[src/rtl/mult_issue_ctrl.sv]
`default_nettype none
// ============================================================================
//  Module   : mult_issue_ctrl
//  Purpose  : Operand FIFO and single-issue controller for the nibble-serial
//             32x32 multiplier; returns each product with its tag on a
//             valid/ready result port, strictly in push order.
//  Revision : 1.0
// ============================================================================
module mult_issue_ctrl #(
    parameter int DEPTH = 4,
    parameter int TAG_W = 4
) (
    input  logic                       clk,
    input  logic                       reset,
    input  logic                       in_valid,
    output logic                       in_ready,
    input  logic [31:0]                in_a,
    input  logic [31:0]                in_b,
    input  logic [TAG_W-1:0]           in_tag,
    output logic                       mul_valid_in,
    output logic [31:0]                mul_a,
    output logic [31:0]                mul_b,
    input  logic                       mul_valid_out,
    input  logic [63:0]                mul_r,
    output logic                       res_valid,
    input  logic                       res_ready,
    output logic [63:0]                res_r,
    output logic [TAG_W-1:0]           res_tag,
    output logic [$clog2(DEPTH):0]     fifo_count,
    output logic                       busy
);

    localparam int c_PTR_W = $clog2(DEPTH);
    localparam int c_CNT_W = c_PTR_W + 1;

    localparam logic [1:0] c_ST_IDLE  = 2'd0;
    localparam logic [1:0] c_ST_ISSUE = 2'd1;
    localparam logic [1:0] c_ST_WAIT  = 2'd2;

    // ------------------------------------------------------------------
    // Operand FIFO storage and bookkeeping
    // ------------------------------------------------------------------
    logic [31:0]        r_mem_a   [DEPTH];
    logic [31:0]        r_mem_b   [DEPTH];
    logic [TAG_W-1:0]   r_mem_tag [DEPTH];
    logic [c_PTR_W-1:0] r_wr_ptr;
    logic [c_PTR_W-1:0] r_rd_ptr;
    logic [c_CNT_W-1:0] r_count;

    logic [1:0]         r_state;
    logic [1:0]         w_state_nxt;

    logic               r_mul_valid_in;
    logic [31:0]        r_mul_a;
    logic [31:0]        r_mul_b;
    logic [TAG_W-1:0]   r_iss_tag;

    logic               r_res_valid;
    logic [63:0]        r_res_r;
    logic [TAG_W-1:0]   r_res_tag;

    logic               w_in_ready;
    logic               w_push;
    logic               w_issue;
    logic               w_capture;
    logic               w_res_take;

    // Ready comes only from the registered count: a full FIFO never accepts,
    // even when an issue frees a slot on the same edge.
    assign w_in_ready = (r_count != c_CNT_W'(DEPTH));
    assign w_push     = in_valid && w_in_ready;
    assign w_res_take = r_res_valid && res_ready;

    // ------------------------------------------------------------------
    // FSM: state register
    // ------------------------------------------------------------------
    always_ff @(posedge clk) begin
        if (reset) begin
            r_state <= c_ST_IDLE;
        end else begin
            r_state <= w_state_nxt;
        end
    end

    // ------------------------------------------------------------------
    // FSM: next-state logic
    // ------------------------------------------------------------------
    always_comb begin
        w_state_nxt = r_state;
        case (r_state)
            c_ST_IDLE: begin
                if (w_issue) begin
                    w_state_nxt = c_ST_ISSUE;
                end
            end
            c_ST_ISSUE: begin
                w_state_nxt = c_ST_WAIT;
            end
            c_ST_WAIT: begin
                if (mul_valid_out) begin
                    w_state_nxt = c_ST_IDLE;
                end
            end
            default: begin
                w_state_nxt = c_ST_IDLE;
            end
        endcase
    end

    // ------------------------------------------------------------------
    // FSM: output decode
    // ------------------------------------------------------------------
    // The result slot must be empty (or emptying) before issuing, so a
    // capture can never collide with a held result.
    always_comb begin
        w_issue   = 1'b0;
        w_capture = 1'b0;
        case (r_state)
            c_ST_IDLE: begin
                w_issue = (r_count != '0) && (!r_res_valid || res_ready);
            end
            c_ST_WAIT: begin
                w_capture = mul_valid_out;
            end
            default: begin
                w_issue   = 1'b0;
                w_capture = 1'b0;
            end
        endcase
    end

    // ------------------------------------------------------------------
    // FIFO pointers and occupancy
    // ------------------------------------------------------------------
    always_ff @(posedge clk) begin
        if (reset) begin
            r_wr_ptr <= '0;
            r_rd_ptr <= '0;
            r_count  <= '0;
        end else begin
            if (w_push) begin
                r_wr_ptr <= r_wr_ptr + c_PTR_W'(1);
            end
            if (w_issue) begin
                r_rd_ptr <= r_rd_ptr + c_PTR_W'(1);
            end
            case ({w_push, w_issue})
                2'b10:   r_count <= r_count + c_CNT_W'(1);
                2'b01:   r_count <= r_count - c_CNT_W'(1);
                default: r_count <= r_count;
            endcase
        end
    end

    // Payload storage needs no reset; occupancy alone qualifies it.
    always_ff @(posedge clk) begin
        if (w_push) begin
            r_mem_a[r_wr_ptr]   <= in_a;
            r_mem_b[r_wr_ptr]   <= in_b;
            r_mem_tag[r_wr_ptr] <= in_tag;
        end
    end

    // ------------------------------------------------------------------
    // Multiplier launch registers
    // ------------------------------------------------------------------
    always_ff @(posedge clk) begin
        if (reset) begin
            r_mul_valid_in <= 1'b0;
            r_mul_a        <= '0;
            r_mul_b        <= '0;
            r_iss_tag      <= '0;
        end else begin
            r_mul_valid_in <= w_issue;
            if (w_issue) begin
                r_mul_a   <= r_mem_a[r_rd_ptr];
                r_mul_b   <= r_mem_b[r_rd_ptr];
                r_iss_tag <= r_mem_tag[r_rd_ptr];
            end
        end
    end

    // ------------------------------------------------------------------
    // Result holding register
    // ------------------------------------------------------------------
    always_ff @(posedge clk) begin
        if (reset) begin
            r_res_valid <= 1'b0;
            r_res_r     <= '0;
            r_res_tag   <= '0;
        end else begin
            if (w_capture) begin
                r_res_valid <= 1'b1;
                r_res_r     <= mul_r;
                r_res_tag   <= r_iss_tag;
            end else if (w_res_take) begin
                r_res_valid <= 1'b0;
            end
        end
    end

    assign in_ready     = w_in_ready;
    assign mul_valid_in = r_mul_valid_in;
    assign mul_a        = r_mul_a;
    assign mul_b        = r_mul_b;
    assign res_valid    = r_res_valid;
    assign res_r        = r_res_r;
    assign res_tag      = r_res_tag;
    assign fifo_count   = r_count;
    assign busy         = (r_state != c_ST_IDLE) || (r_count != '0);

endmodule
`default_nettype wire
[config.mk]
export PLATFORM = sky130hd
export DESIGN_NAME = mult_issue_ctrl
export DESIGN_NICKNAME = d
export VERILOG_FILES = /design/src/rtl/mult_issue_ctrl.sv
export SDC_FILE = /design/constraint.sdc
export NUM_CORES = 1
export LEC_CHECK = 0
export BUFFER_PORTS_ARGS = -buffer_cell sky130_fd_sc_hd__buf_2
export CAP_MARGIN = 5
export CORE_ASPECT_RATIO = 0.8
export CORE_MARGIN = 1
export CORE_UTILIZATION = 50
export CTS_CLUSTER_DIAMETER = 30
export DETAILED_ROUTE_END_ITERATION = 6
export PLACE_DENSITY = 0.75
export SLEW_MARGIN = 0
export SYNTH_ARGS = -nofsm -noshare
export SYNTH_HDL_FRONTEND = slang
export SYNTH_SLANG_ARGS = --single-unit
[constraint.sdc]
create_clock -name clk -period 9.2 [get_ports clk]
set_clock_uncertainty 0.05 [all_clocks]
set_input_delay 0.92 -clock clk [delete_from_list [all_inputs] [get_ports clk]]
set_output_delay 0.92 -clock clk [all_outputs]
set_load 0.02 [all_outputs]
==> results.md <==
Outcome:
- The flow ran to the end, and the final reports show no timing, DRC or antenna violations.

Floorplanning:
- The full die area is 31050 um^2.
- The floorplan step defined a core boundary enclosing 29570 um^2.
- In this run the core area contains 56 standard-cell rows.
- Measured along the y axis, the die boundary spans 157.8 um.
- 276 I/O pins were placed.
- The initial core utilization is 0.5131.
- In this run the horizontal extent of the chip is 196.8 um.

Worst setup path:
- Along the worst path, the maximum fanout reaches 6.
- STA classifies the critical path startpoint as a flip-flop.
- The maximum single-stage delay on the critical path is 0.52 ns.
- The data arrival time at the worst-slack endpoint is 1.87 ns.
- The worst setup path is captured at an output port.
- The standard cell with the maximum stage delay on the critical path is sky130_fd_sc_hd__nor3_2.
- Counting cells, the worst reg-to-reg path comes to 4.
- The critical path in this run is classified as reg -> out.
- At the worst endpoint, the required time is 8.23 ns.
- The critical path goes through nor3_2 > nand2_1 > buf_2.

Placement:
- At the end of routability-driven placement, the weighted congestion stood at 0.7093.
- Port buffering added 275 buffers.
- The wire-length estimate of the detail-placed layout is 18050 um.
- OpenSTA, run right after detailed placement, puts the worst setup slack at 5.877 ns.

Finish:
- The share of final-layout standard cells stronger than drive strength 1 is 0.3681.
- The number of nets in the finished design is 1369.
- Relative to the synthesized area, the layout overhead comes to 25.81%.

Run:
- Max-cap violations in this run came to 0.

Power and ir drop:
- The share of total power dissipated in combinational logic is 0.200.
- The share of total power in the clock network is 0.393.
- Of the total power, registers draw 0.407.
- The internal portion of the total power is 4356 uW.
- The total power divided by cell area is 322.4 nW/um^2.
- The net switching power figure is 1797 uW.
- The share of total power consumed by net switching is 0.2920.
- The worst vdd rail ir drop is 250.6 uV.
- In this run the static leakage power is 0.006949 uW.

Clocking:
- CTS saw 419 sinks.
- The count of cells resized by post-cts repair is 0.
- The later pin in the worst-skew pair is clocked with a latency of 0.57 ns.
- The number of buffers created by CTS is 61.
- TritonCTS built the clock tree.
- The clock transition time at the flip-flop clock pins of the worst setup and hold paths is 0.06 ns.
- CTS built an H-tree with a depth of 2.
- In this run the post-CTS setup repair buffer count came out at 0.
- The clock passes through at most 3 buffers.
- The number of hold-repair buffers added at the cts stage is 0.
- The root buffer cell chosen for the clock tree is sky130_fd_sc_hd__clkbuf_16.

Route:
- For this block, the routed nets add up to 31780 um of wire.
- The total via count after detailed routing is 8824.
- The number of design-rule violations left by the first detailed-router iteration is 582.
- The remaining design rule violation count is 0.
- In the routed layout, each cell is associated on average with a via count of 5.240.
- For this run, the detailed router's first-pass iteration total came to 4.
- In the final routed layout, each cell accounts on average for 18.87 um.
- The number of routed nets with antenna violations is 0.

Global route:
- The initial antenna violation count is 7.
- Entering global routing, the biggest net connects 96 pins.
- The global-route wire length before repair is 48420 um.
- The via count of the first global-routing pass came to 8822.
- The global-route congestion overflow total is 0.
- The global-route total usage across every layer is 0.2040.

Timing:
- The max-slew violation count is 0.
- The setup slack of the critical path after layout is 6.359 ns.
- The final-report setup violation count is 0.
- Measured against its own limit, the worst slew margin works out to 0.1883.
- The post-route clock period utilization is 0.3088.
- Based on the critical path, the design can be clocked at up to 352.0 MHz.
- The count of endpoints failing hold in the final timing report is 0.
- Setup repair after global routing left no endpoint under its margin.
- For the final routed database, the setup TNS stands at 0 ns.
- Counting I/O delays and the setup requirement, the final critical path takes 2.841 ns.
- The pin slew with the least headroom to its limit is 1.218 ns.

Yosys:
- The sequential cell area fraction in the yosys report is 0.7323.
- The number of distinct library cell variants in the gate-level netlist after synthesis is 36.
- The total of warnings raised by yosys is 0.
- The share of async-settable or async-resettable flops after synthesis is 0.
- The gate count of the mapped netlist is 943.
- The number of enable-type register cells in the synthesized netlist is 272.
- Among all flip-flop cells after synthesis, the most frequent one is sky130_fd_sc_hd__edfxtp_1.
- The synthesized flop and latch total is 419.
- The net count after synthesis is 1086.
- The summed instance area of the synthesized netlist is 15170 um^2.
- After synthesis, the mean cell area works out to 16.09 um^2.

Worst hold path:
- The worst hold-check path type is reg -> reg.
- The number of instances on the worst hold path is 2.
## cells in the final DEF, fill, tap and decap left out, types with 3 or more instances in the layout
cell,count
sky130_fd_sc_hd__nand2b_1,69
sky130_fd_sc_hd__clkinv_2,4
sky130_fd_sc_hd__inv_6,8
sky130_fd_sc_hd__ha_1,5
sky130_fd_sc_hd__inv_8,4
sky130_fd_sc_hd__clkbuf_1,6
sky130_fd_sc_hd__buf_4,10
sky130_fd_sc_hd__clkbuf_8,5
sky130_fd_sc_hd__bufinv_16,9
sky130_fd_sc_hd__nor2_1,5
sky130_fd_sc_hd__clkinv_4,4
sky130_fd_sc_hd__dfxtp_1,145
sky130_fd_sc_hd__o2bb2ai_1,68
sky130_fd_sc_hd__clkinvlp_4,6
sky130_fd_sc_hd__clkbuf_16,63
sky130_fd_sc_hd__buf_2,274
sky130_fd_sc_hd__mux4_2,68
sky130_fd_sc_hd__a21oi_1,74
sky130_fd_sc_hd__inv_1,3
sky130_fd_sc_hd__nand2_1,138
sky130_fd_sc_hd__and3_4,4
sky130_fd_sc_hd__edfxtp_1,272
## metrics by stage
stage	power (uW)	utilization	cells	hold WS [ns]	cell area (um^2)
floorplan	3354	-	943	0.3824	15170
detailed placement	3796	0.5711	1569	0.3946	16890
CTS	6221	0.6455	1683	0.4007	19090
global placement	3760	0.5711	1569	0.3883	16890
global route	6410	0.6456	1684	0.4117	19090
finish	6153	0.6456	1684	0.3992	19090
## routing by layer
metal	GRT usage	share of wire
met1	0.2649	0.43
met2	0.3364	0.48
met3	0.05603	0.066
met4	0.06349	0.022
met5	0	0.0020
## power groups by stage
stage,Sequential (uW),Combinational [uW],Clock [uW]
global placement,2530,1230,0
floorplan,2660,694,0
CTS,2510,1260,2450
finish,2500,1230,2420
global route,2540,1330,2540
detailed placement,2540,1250,0
## worst paths after layout
| check | startpoint | to | slack [ns] |
|---|---|---|---|
| max | fifo_count[0] | busy | 6.36 |
| min | r_iss_tag[2] | res_tag[2] | 0.40 |
| max reg2reg | r_state[0] | mul_a[25] | 6.61 |
| min reg2reg | r_iss_tag[2] | res_tag[2] | 0.40 |
## logic make-up (layout without fill, tap and decap cells)
kind of cell | count (synthesis) | after routing | synth area share
AOI/OAI and AO/OA | 146 | 146 | 0.06548
adders and majority gates | 6 | 6 | 0.005443
muxes | 70 | 70 | 0.1023
and+or+nand+nor | 233 | 233 | 0.07439
xor gates and xnor gates | 2 | 2 | 0.001155
buffers and inverters | 67 | 401 | 0.01888
other | 0 | 1 | 0
DFF | 419 | 419 | 0.7323
## synthesized netlist by cell type (all sizes together) (2+ instances only)
master / number / area share
edfxtp: 272 / 0.54
dfxtp: 147 / 0.19
nand2: 138 / 0.034
a21oi: 74 / 0.024
nand2b: 69 / 0.028
mux4: 68 / 0.10
o2bb2ai: 68 / 0.039
clkbuf: 39 / 0.0096
buf: 25 / 0.0085
ha: 5 / 0.0041
nor2: 5 / 0.0012
and3: 4 / 0.0016
inv: 3 / 0.00074
a21o: 2 / 0.00099
nand3: 2 / 0.00066
nor2b: 2 / 0.00082
nor3: 2 / 0.0013
nor4: 2 / 0.0018
or3: 2 / 0.00082
## worst max-delay path: cells and delay by family (launching register included)
family        cells  cell delay [ns]
simple gates      2             0.71
flops             1             0.38
buf+inv           1             0.22
## state kept, by name, indices dropped and copies added (netlist names)
register / flops
r_wr_ptr: 2
res_r: 64
r_iss_tag: 4
res_valid: 1
r_mem_tag: 16
mul_valid_in: 1
res_tag: 4
r_state: 2
mul_b: 32
r_mem_b: 128
r_rd_ptr: 2
r_mem_a: 128
fifo_count: 3
mul_a: 32
## cell type report
class                   count  area (um^2)
diodes                      1        2.502
clock buffers              74         1668
clock inverters            40        531.8
fillers                  2129        10480
inverters                   3        11.26
multi-input cells         457         3802
flip-flops and latches    419        11120
well taps                 406        508.0
repair buffers            284         1446
Note: power is estimated with default switching activity, not from simulation.
